**config.mk**
```make
export PLATFORM = sky130hd
export DESIGN_NAME = spi_master_xfer
export DESIGN_NICKNAME = d
export VERILOG_FILES = /design/src/rtl/spi_master_xfer.sv
export SDC_FILE = /design/constraint.sdc
export NUM_CORES = 1
export LEC_CHECK = 0
export ABC_CLOCK_PERIOD_IN_PS = 3350
export BUFFER_PORTS_ARGS = -buffer_cell sky130_fd_sc_hd__buf_2
export CORE_UTILIZATION = 59
export CTS_CLUSTER_DIAMETER = 150
export DETAILED_ROUTE_END_ITERATION = 8
export GPL_TIMING_DRIVEN = 0
export HOLD_SLACK_MARGIN = 0.05
export PLACE_DENSITY = 0.8
export SLEW_MARGIN = 0
export SYNTH_ARGS = -nofsm -noshare
export SYNTH_HDL_FRONTEND = slang
export SYNTH_SLANG_ARGS = --single-unit
export TNS_END_PERCENT = 100
```
**constraint.sdc**
```tcl
create_clock -name clk -period 3.35 [get_ports clk]
set_clock_uncertainty 0.05 [all_clocks]
set_input_delay 0.5025 -clock clk [delete_from_list [all_inputs] [get_ports clk]]
set_output_delay 0.5025 -clock clk [all_outputs]
set_load 0.02 [all_outputs]
```
**src/rtl/spi_master_xfer.sv**
```systemverilog
// SPI master: one full-duplex DATA_W-bit exchange per start, all four CPOL/CPHA modes,
// MSB/LSB-first order and a runtime SCLK half-period divider.
module spi_master_xfer #(
    parameter int DATA_W = 8,
    parameter int DIV_W  = 8
) (
    input  logic              clk,
    input  logic              reset,
    input  logic              cfg_cpol,
    input  logic              cfg_cpha,
    input  logic              cfg_lsb_first,
    input  logic [DIV_W-1:0]  cfg_div,
    input  logic              start,
    input  logic [DATA_W-1:0] tx_data,
    output logic              busy,
    output logic              done,
    output logic [DATA_W-1:0] rx_data,
    output logic              sclk,
    output logic              mosi,
    input  logic              miso,
    output logic              cs_n
);

    localparam int BC_W = $clog2(DATA_W + 1);
    localparam logic [BC_W-1:0]  BC_LAST = BC_W'(DATA_W);
    localparam logic [DIV_W-1:0] ONE     = DIV_W'(1);

    typedef enum logic [1:0] {IDLE, LEAD, XFER, TRAIL} state_t;

    state_t            state_q, state_d;
    logic [DIV_W-1:0]  cnt_q, cnt_d;
    logic [DIV_W-1:0]  h_q, h_d;
    logic              cpol_q, cpol_d;
    logic              cpha_q, cpha_d;
    logic              lsb_q, lsb_d;
    logic [BC_W-1:0]   bit_cnt_q, bit_cnt_d;
    logic [DATA_W-1:0] shift_tx_q, shift_tx_d;
    logic [DATA_W-1:0] shift_rx_q, shift_rx_d;
    logic [DATA_W-1:0] rx_data_q, rx_data_d;
    logic              sclk_q, sclk_d;
    logic              mosi_q, mosi_d;
    logic              cs_n_q, cs_n_d;
    logic              busy_q, busy_d;
    logic              done_q, done_d;

    logic [DIV_W-1:0]  h_eff;
    logic              lead_edge;
    logic              sample_now;
    logic [BC_W-1:0]   bit_cnt_nxt;
    logic [DATA_W-1:0] rx_shifted;
    logic              tx_pop_bit;
    logic [DATA_W-1:0] tx_popped;

    always_comb begin
        state_d    = state_q;
        cnt_d      = cnt_q;
        h_d        = h_q;
        cpol_d     = cpol_q;
        cpha_d     = cpha_q;
        lsb_d      = lsb_q;
        bit_cnt_d  = bit_cnt_q;
        shift_tx_d = shift_tx_q;
        shift_rx_d = shift_rx_q;
        rx_data_d  = rx_data_q;
        sclk_d     = sclk_q;
        mosi_d     = mosi_q;
        cs_n_d     = cs_n_q;
        busy_d     = busy_q;
        done_d     = 1'b0;

        h_eff = (cfg_div == '0) ? ONE : cfg_div;
        // sclk at its idle level means the next toggle is a leading edge
        lead_edge   = (sclk_q == cpol_q);
        sample_now  = lead_edge ^ cpha_q;
        bit_cnt_nxt = bit_cnt_q + BC_W'(sample_now);
        rx_shifted  = lsb_q ? {miso, shift_rx_q[DATA_W-1:1]}
                            : {shift_rx_q[DATA_W-2:0], miso};
        tx_pop_bit  = lsb_q ? shift_tx_q[0] : shift_tx_q[DATA_W-1];
        tx_popped   = lsb_q ? (shift_tx_q >> 1) : (shift_tx_q << 1);

        case (state_q)
            IDLE: begin
                sclk_d = cfg_cpol;
                cs_n_d = 1'b1;
                busy_d = 1'b0;
                if (start) begin
                    h_d        = h_eff;
                    cpol_d     = cfg_cpol;
                    cpha_d     = cfg_cpha;
                    lsb_d      = cfg_lsb_first;
                    cnt_d      = h_eff - ONE;
                    bit_cnt_d  = '0;
                    shift_rx_d = '0;
                    shift_tx_d = tx_data;
                    cs_n_d     = 1'b0;
                    busy_d     = 1'b1;
                    state_d    = LEAD;
                    if (!cfg_cpha) begin
                        mosi_d     = cfg_lsb_first ? tx_data[0] : tx_data[DATA_W-1];
                        shift_tx_d = cfg_lsb_first ? (tx_data >> 1) : (tx_data << 1);
                    end
                end
            end
            LEAD: begin
                if (cnt_q == '0) begin
                    cnt_d   = h_q - ONE;
                    state_d = XFER;
                end else begin
                    cnt_d = cnt_q - ONE;
                end
            end
            XFER: begin
                if (cnt_q == '0) begin
                    cnt_d  = h_q - ONE;
                    sclk_d = ~sclk_q;
                    if (sample_now) begin
                        shift_rx_d = rx_shifted;
                        bit_cnt_d  = bit_cnt_nxt;
                    end
                    if (lead_edge) begin
                        if (cpha_q) begin
                            mosi_d     = tx_pop_bit;
                            shift_tx_d = tx_popped;
                        end
                    end else if (bit_cnt_nxt == BC_LAST) begin
                        state_d = TRAIL;
                    end else if (!cpha_q) begin
                        mosi_d     = tx_pop_bit;
                        shift_tx_d = tx_popped;
                    end
                end else begin
                    cnt_d = cnt_q - ONE;
                end
            end
            TRAIL: begin
                if (cnt_q == '0) begin
                    state_d   = IDLE;
                    cs_n_d    = 1'b1;
                    busy_d    = 1'b0;
                    done_d    = 1'b1;
                    rx_data_d = shift_rx_q;
                end else begin
                    cnt_d = cnt_q - ONE;
                end
            end
            default: state_d = IDLE;
        endcase
    end

    always_ff @(posedge clk or negedge reset) begin
        if (!reset) begin
            state_q    <= IDLE;
            cnt_q      <= '0;
            h_q        <= ONE;
            cpol_q     <= 1'b0;
            cpha_q     <= 1'b0;
            lsb_q      <= 1'b0;
            bit_cnt_q  <= '0;
            shift_tx_q <= '0;
            shift_rx_q <= '0;
            rx_data_q  <= '0;
            sclk_q     <= 1'b0;
            mosi_q     <= 1'b0;
            cs_n_q     <= 1'b1;
            busy_q     <= 1'b0;
            done_q     <= 1'b0;
        end else begin
            state_q    <= state_d;
            cnt_q      <= cnt_d;
            h_q        <= h_d;
            cpol_q     <= cpol_d;
            cpha_q     <= cpha_d;
            lsb_q      <= lsb_d;
            bit_cnt_q  <= bit_cnt_d;
            shift_tx_q <= shift_tx_d;
            shift_rx_q <= shift_rx_d;
            rx_data_q  <= rx_data_d;
            sclk_q     <= sclk_d;
            mosi_q     <= mosi_d;
            cs_n_q     <= cs_n_d;
            busy_q     <= busy_d;
            done_q     <= done_d;
        end
    end

    assign busy    = busy_q;
    assign done    = done_q;
    assign rx_data = rx_data_q;
    assign sclk    = sclk_q;
    assign mosi    = mosi_q;
    assign cs_n    = cs_n_q;

endmodule
```
# == Word-level counts from Yosys, hierarchy flattened ==
# Index checks and enable logic that the tools add are counted.
# op_classes
add_sub_neg,4
mul,0
div,0
magnitude_cmp,0
n_eq_ne,17
shifts,0
mux,51
bitwise_logic,2
n_reduce_logical,15
# op_table
cell,count
$mux W8,17
$pmux W8 S2,2
$pmux W8 S3,1
$sub A8 B1 Y8 const B,3
$ne A2 B2 Y1 const B,9
$logic_not A8 Y1,2
$mux W1,16
$mux W2,6
$mux W4,3
$reduce_and A6 Y1,2
$reduce_and A2 Y1,5
$ne A3 B3 Y1 const B,3
$pmux W1 S2,4
$pmux W2 S4,1
$pmux W4 S2,1
$reduce_and A7 Y1,1
$add A4 B1 Y4,1
$eq A2 B2 Y1 const B,2
$eq A4 B4 Y1 const B,1
$reduce_and A4 Y1,1
$reduce_bool A2 Y1,2
$eq A2 B1 Y1 const B,1
$logic_not A2 Y1,1
$reduce_or A2 Y1,1
other kinds (3),3
# totals
reg_bits,54
latch_bits,0
ramBits,0
mem_bits_ro,0
inputBits,23
output_inout_bits,13
mem_count,0

# == Depth between registers and ports, before layout ==
# depth
ltp_word,8
mapped_depth,10
depth_no_buf,10

# == Worst setup path before layout ==
# Ideal clock, no wire load.
# synth_timing
kind,register to register
start,"reg sclk_q, in the netlist sclk"
end,reg shift_tx_q[1]
arrival_time_ns,2.759
slack_ns,0.437
path_stages_with_launch,10
n_path_buf,0
synth_period_minus_slack_ns,2.913
path_cell_list,dfrtp_1 > xnor2_1 > ha_1 > inv_1 > ha_1 > ha_1 > or4_4 > o211ai_4 > mux2i_1 > a221oi_1
# synth_via
elab_chain_cells,6
word_cells_on_any_way,11
classes_between,1 x add/sub; 5 x eq/ne; 3 x mux; 1 x bitwise; 1 x reduce/logical
# synth_rtl
element,line,source
start: declaration,40,"logic sclk_q, sclk_d;"
start signal: assignment,178,sclk_q <= sclk_d;
$eq A1 B1 Y1 *,73,lead_edge = (sclk_q == cpol_q);
$xor A1 B1 Y1,74,sample_now = lead_edge ^ cpha_q;
$add A4 B1 Y4,75,bit_cnt_nxt = bit_cnt_q + BC_W'(sample_now);
$eq A4 B4 Y1,125,end else if (bit_cnt_nxt == BC_LAST) begin
$ne A3 B3 Y1 (no line),n/a,
$reduce_and A6 Y1 (no line),n/a,
end signal: assignment,175,shift_tx_q <= shift_tx_d;
end: declaration,37,"logic [DATA_W-1:0] shift_tx_q, shift_tx_d;"
# Mark *: on every way between the ends. The rest lies on a longest branch, timed or not. The select of a mux whose other input is x is not followed.
# A chain may end at the register's enable or synchronous reset.

# == Worst setup path after layout ==
# layout_timing
start,"reg sclk_q, in the netlist sclk"
end,reg shift_tx_q[2]
# The elaborated chain is that of the path after synthesis.

==> impl_metrics.toml <==
[drt]
wl_per_cell_um = 17.1
drt_first_pass_iters = 5
ant_nets = 0
avgViaCountPerCell = 6.25
drt-initial-drc-count = 310
vias = 2975
wl_um = 8130
drc_errors = 0

[worst_setup_path]
path_cells = "xnor2_1, ha_1, inv_1, ha_1, ha_1, or4_4, o211ai_4, mux2i_1, a221oi_1"
path_buf_inv = 1
slowest_delay_ps = 560
cp.required_ps = 3520
cp_top_family = "adder cells"
critPathSlowestCell = "or4_4"
cp-start-kind = "register"
critPathArrivalTime_ps = 3310
path_max_fanout = 9
crit_top_cell = "ha_1"
worstSetupPathType = "register to register"
cp-end-kind = "register"

[job]
maxCapViolations = 0

[place]
place_congestion = 0.901
portBuffers = 34
dp_slack_ps = 238
dpl-instance-area_sq_mm = 0.00372
placed_cells = 468
hpwl_um = 5770

[yosys]
ys.flop_type = "dfrtp_1"
synth.ff_latch_count = 54
synth_cells = 362
ys_seq_area_frac = 0.392
syn_area_per_cell_sq_um = 9.55
synth_edf_count = 0
yosysUniqueCellTypes = 52
ys_async_sr_fraction = 1.00
ys_warn_count = 0
synth_area_sq_mm = 0.00346
synth_nets = 397

[hold_path]
worstHoldPathType = "primary input to asynchronous set/reset pin"

[cells_and_area]
synthToLayoutAreaGrowth_pct = 10.4
n_antenna_cell = 0
final_nets = 438
final_cells = 476
layout_commonest_cell = "dfrtp_1"
nFillCells = 460
final_area_sq_mm = 0.00382
final_core_util = 0.685
layout_common_cells = "dfrtp_1 (52), nand2_1 (40), mux2_2 (39)"
drive_gt1_frac = 0.215

[cts]
clockBufferDepth = 2
clk_latency_ps = 320
cts_resized = 0
h-tree-depth = 2
cts_setup_buffers = 0
cts.sinks = 54
cts_inserted_buffers = 5
hold_buffers = 0
root_buffer = "clkbuf_8"
cts_tree = "yes"
clkTransAtPathRegs_ps = 110

[timing]
clock.fmax_mhz = 319
rsz0062_at_grt = "false"
slew_violations = 0
finalSetupViolCount = 0
post-route-period-util = 0.937
relSlewSlack = 0.542
tightest_slew_ps = 687
hold_slack_ps = 155
setup-tns-final_ps = 0
period_needed_ps = 3140
finalHoldViolations = 0
setup_ws_ps = 212

[global_route]
grt_pass1_wl_um = 13700
antenna_found_initial = 0
grt.overflow.total = 0
grt.total_usage = 0.284
first_global_vias = 2831
grt_max_degree = 55

[floorplan]
die_y_um = 78.5
io_pins = 36
core_area_sq_mm = 0.00557
die_x_um = 78.5
dieArea_sq_mm = 0.00617
num_rows = 27
initial_core_util = 0.620

[power]
p_total_mw = 3.37
power_density_mw_per_mm2 = 884
p_sw_frac = 0.461
p_comb_frac = 0.546
vdd_drop_max_uv = 470
leakagePower_nw = 1.73
clkPwrFrac = 0.117
seqPwrFrac = 0.337
p_sw_mw = 1.55
p_int_mw = 1.82

[status]
status = "complete, no violations"
==> flip-flops by register name, summed over array words and instances (netlist names) <==
register / cells
shift_tx_q: 8
cpha_q: 1
rx_data: 8
busy: 1
cpol_q: 1
cs_n: 1
cnt_q: 8
h_q: 8
sclk: 1
mosi: 1
state_q: 2
done: 1
shift_rx_q: 8
lsb_q: 1
bit_cnt_q: 4
==> routing by layer <==
metal,GRT usage,vias up,wire length [um]
met5,0,-,0
met4,0.0778,0,75
met3,0.0419,7,483
met2,0.437,117,3760
met1,0.416,1448,3810
li1,-,1403,-
==> final timing paths <==
check,start,to,slack [ps],depth (start not counted)
setup / recovery,sclk,shift_tx_q[2],210,9
hold / removal,reset,cnt_q[6],160,1
setup reg to reg,sclk,shift_tx_q[2],210,9
hold reg to reg,rx_data[3],rx_data[3],460,1
max in group asynchronous,reset,cnt_q[5],2620,1
min in group clk,cfg_cpol,cpol_q,390,2
==> cell usage after synthesis, types with 4 or more instances <==
cell,count,share of area
a22oi_1,4,0.0087
nor3_1,6,0.0087
nand2_1,40,0.043
o22ai_1,4,0.0072
o21ai_1,13,0.019
xor2_1,7,0.018
or3_1,4,0.0072
nand3_1,9,0.013
xnor2_1,9,0.023
mux2i_1,16,0.046
a21oi_1,12,0.017
a221oi_1,8,0.020
clkbuf_1,15,0.016
dfrtp_1,52,0.38
mux2_2,39,0.13
or4_1,4,0.0087
ha_1,12,0.043
o21ai_0,19,0.028
nor2_1,21,0.023
inv_1,18,0.020
==> power groups by stage <==
| stage | Sequential [mW] | Combinational (mW) | Clock (mW) |
|---|---|---|---|
| 2_1_floorplan | 1.12 | 1.36 | 0 |
| 5_1_grt | 1.17 | 2.04 | 0.430 |
| 3_5_place_dp | 1.14 | 1.82 | 0 |
| 4_1_cts | 1.13 | 1.83 | 0.402 |
| 6_report | 1.14 | 1.84 | 0.394 |
| 3_3_place_gp | 1.12 | 1.76 | 0 |
==> worst register-to-register path, cell delays in order (launching register included) <==
cell	delay [ps]
dfrtp_1	440
xnor2_1	310
ha_1	330
inv_1	90
ha_1	170
ha_1	250
or4_4	560
o211ai_4	410
mux2i_1	140
a221oi_1	310
==> final cells by class <==
type                    instances  area [sq um]  share of cell area
well taps                      72          90.1              0.0236
multi-input cells             273          1970               0.517
inverters                      18          67.6              0.0177
clock inverters                 3          28.8             0.00754
repair buffers                 34           173              0.0452
plain buffers                  17          63.8              0.0167
clock buffers                   5          68.8              0.0180
flip-flops and latches         54          1350               0.355
==> cells by family (layout without fill, tap and decap cells) <==
family | count (synthesis) | in the layout | synth area share
adder cells (fa/ha/maj) | 12 | 12 | 0.0434
XOR/XNOR | 16 | 16 | 0.0405
multiplexers | 55 | 55 | 0.173
flip-flops | 54 | 54 | 0.392
AND/OR/NAND/NOR | 104 | 104 | 0.149
buffers and inverters | 35 | 77 | 0.0380
AO/OA/AOI/OAI | 86 | 86 | 0.164
No activity file was read; power rests on OpenSTA's default activity.
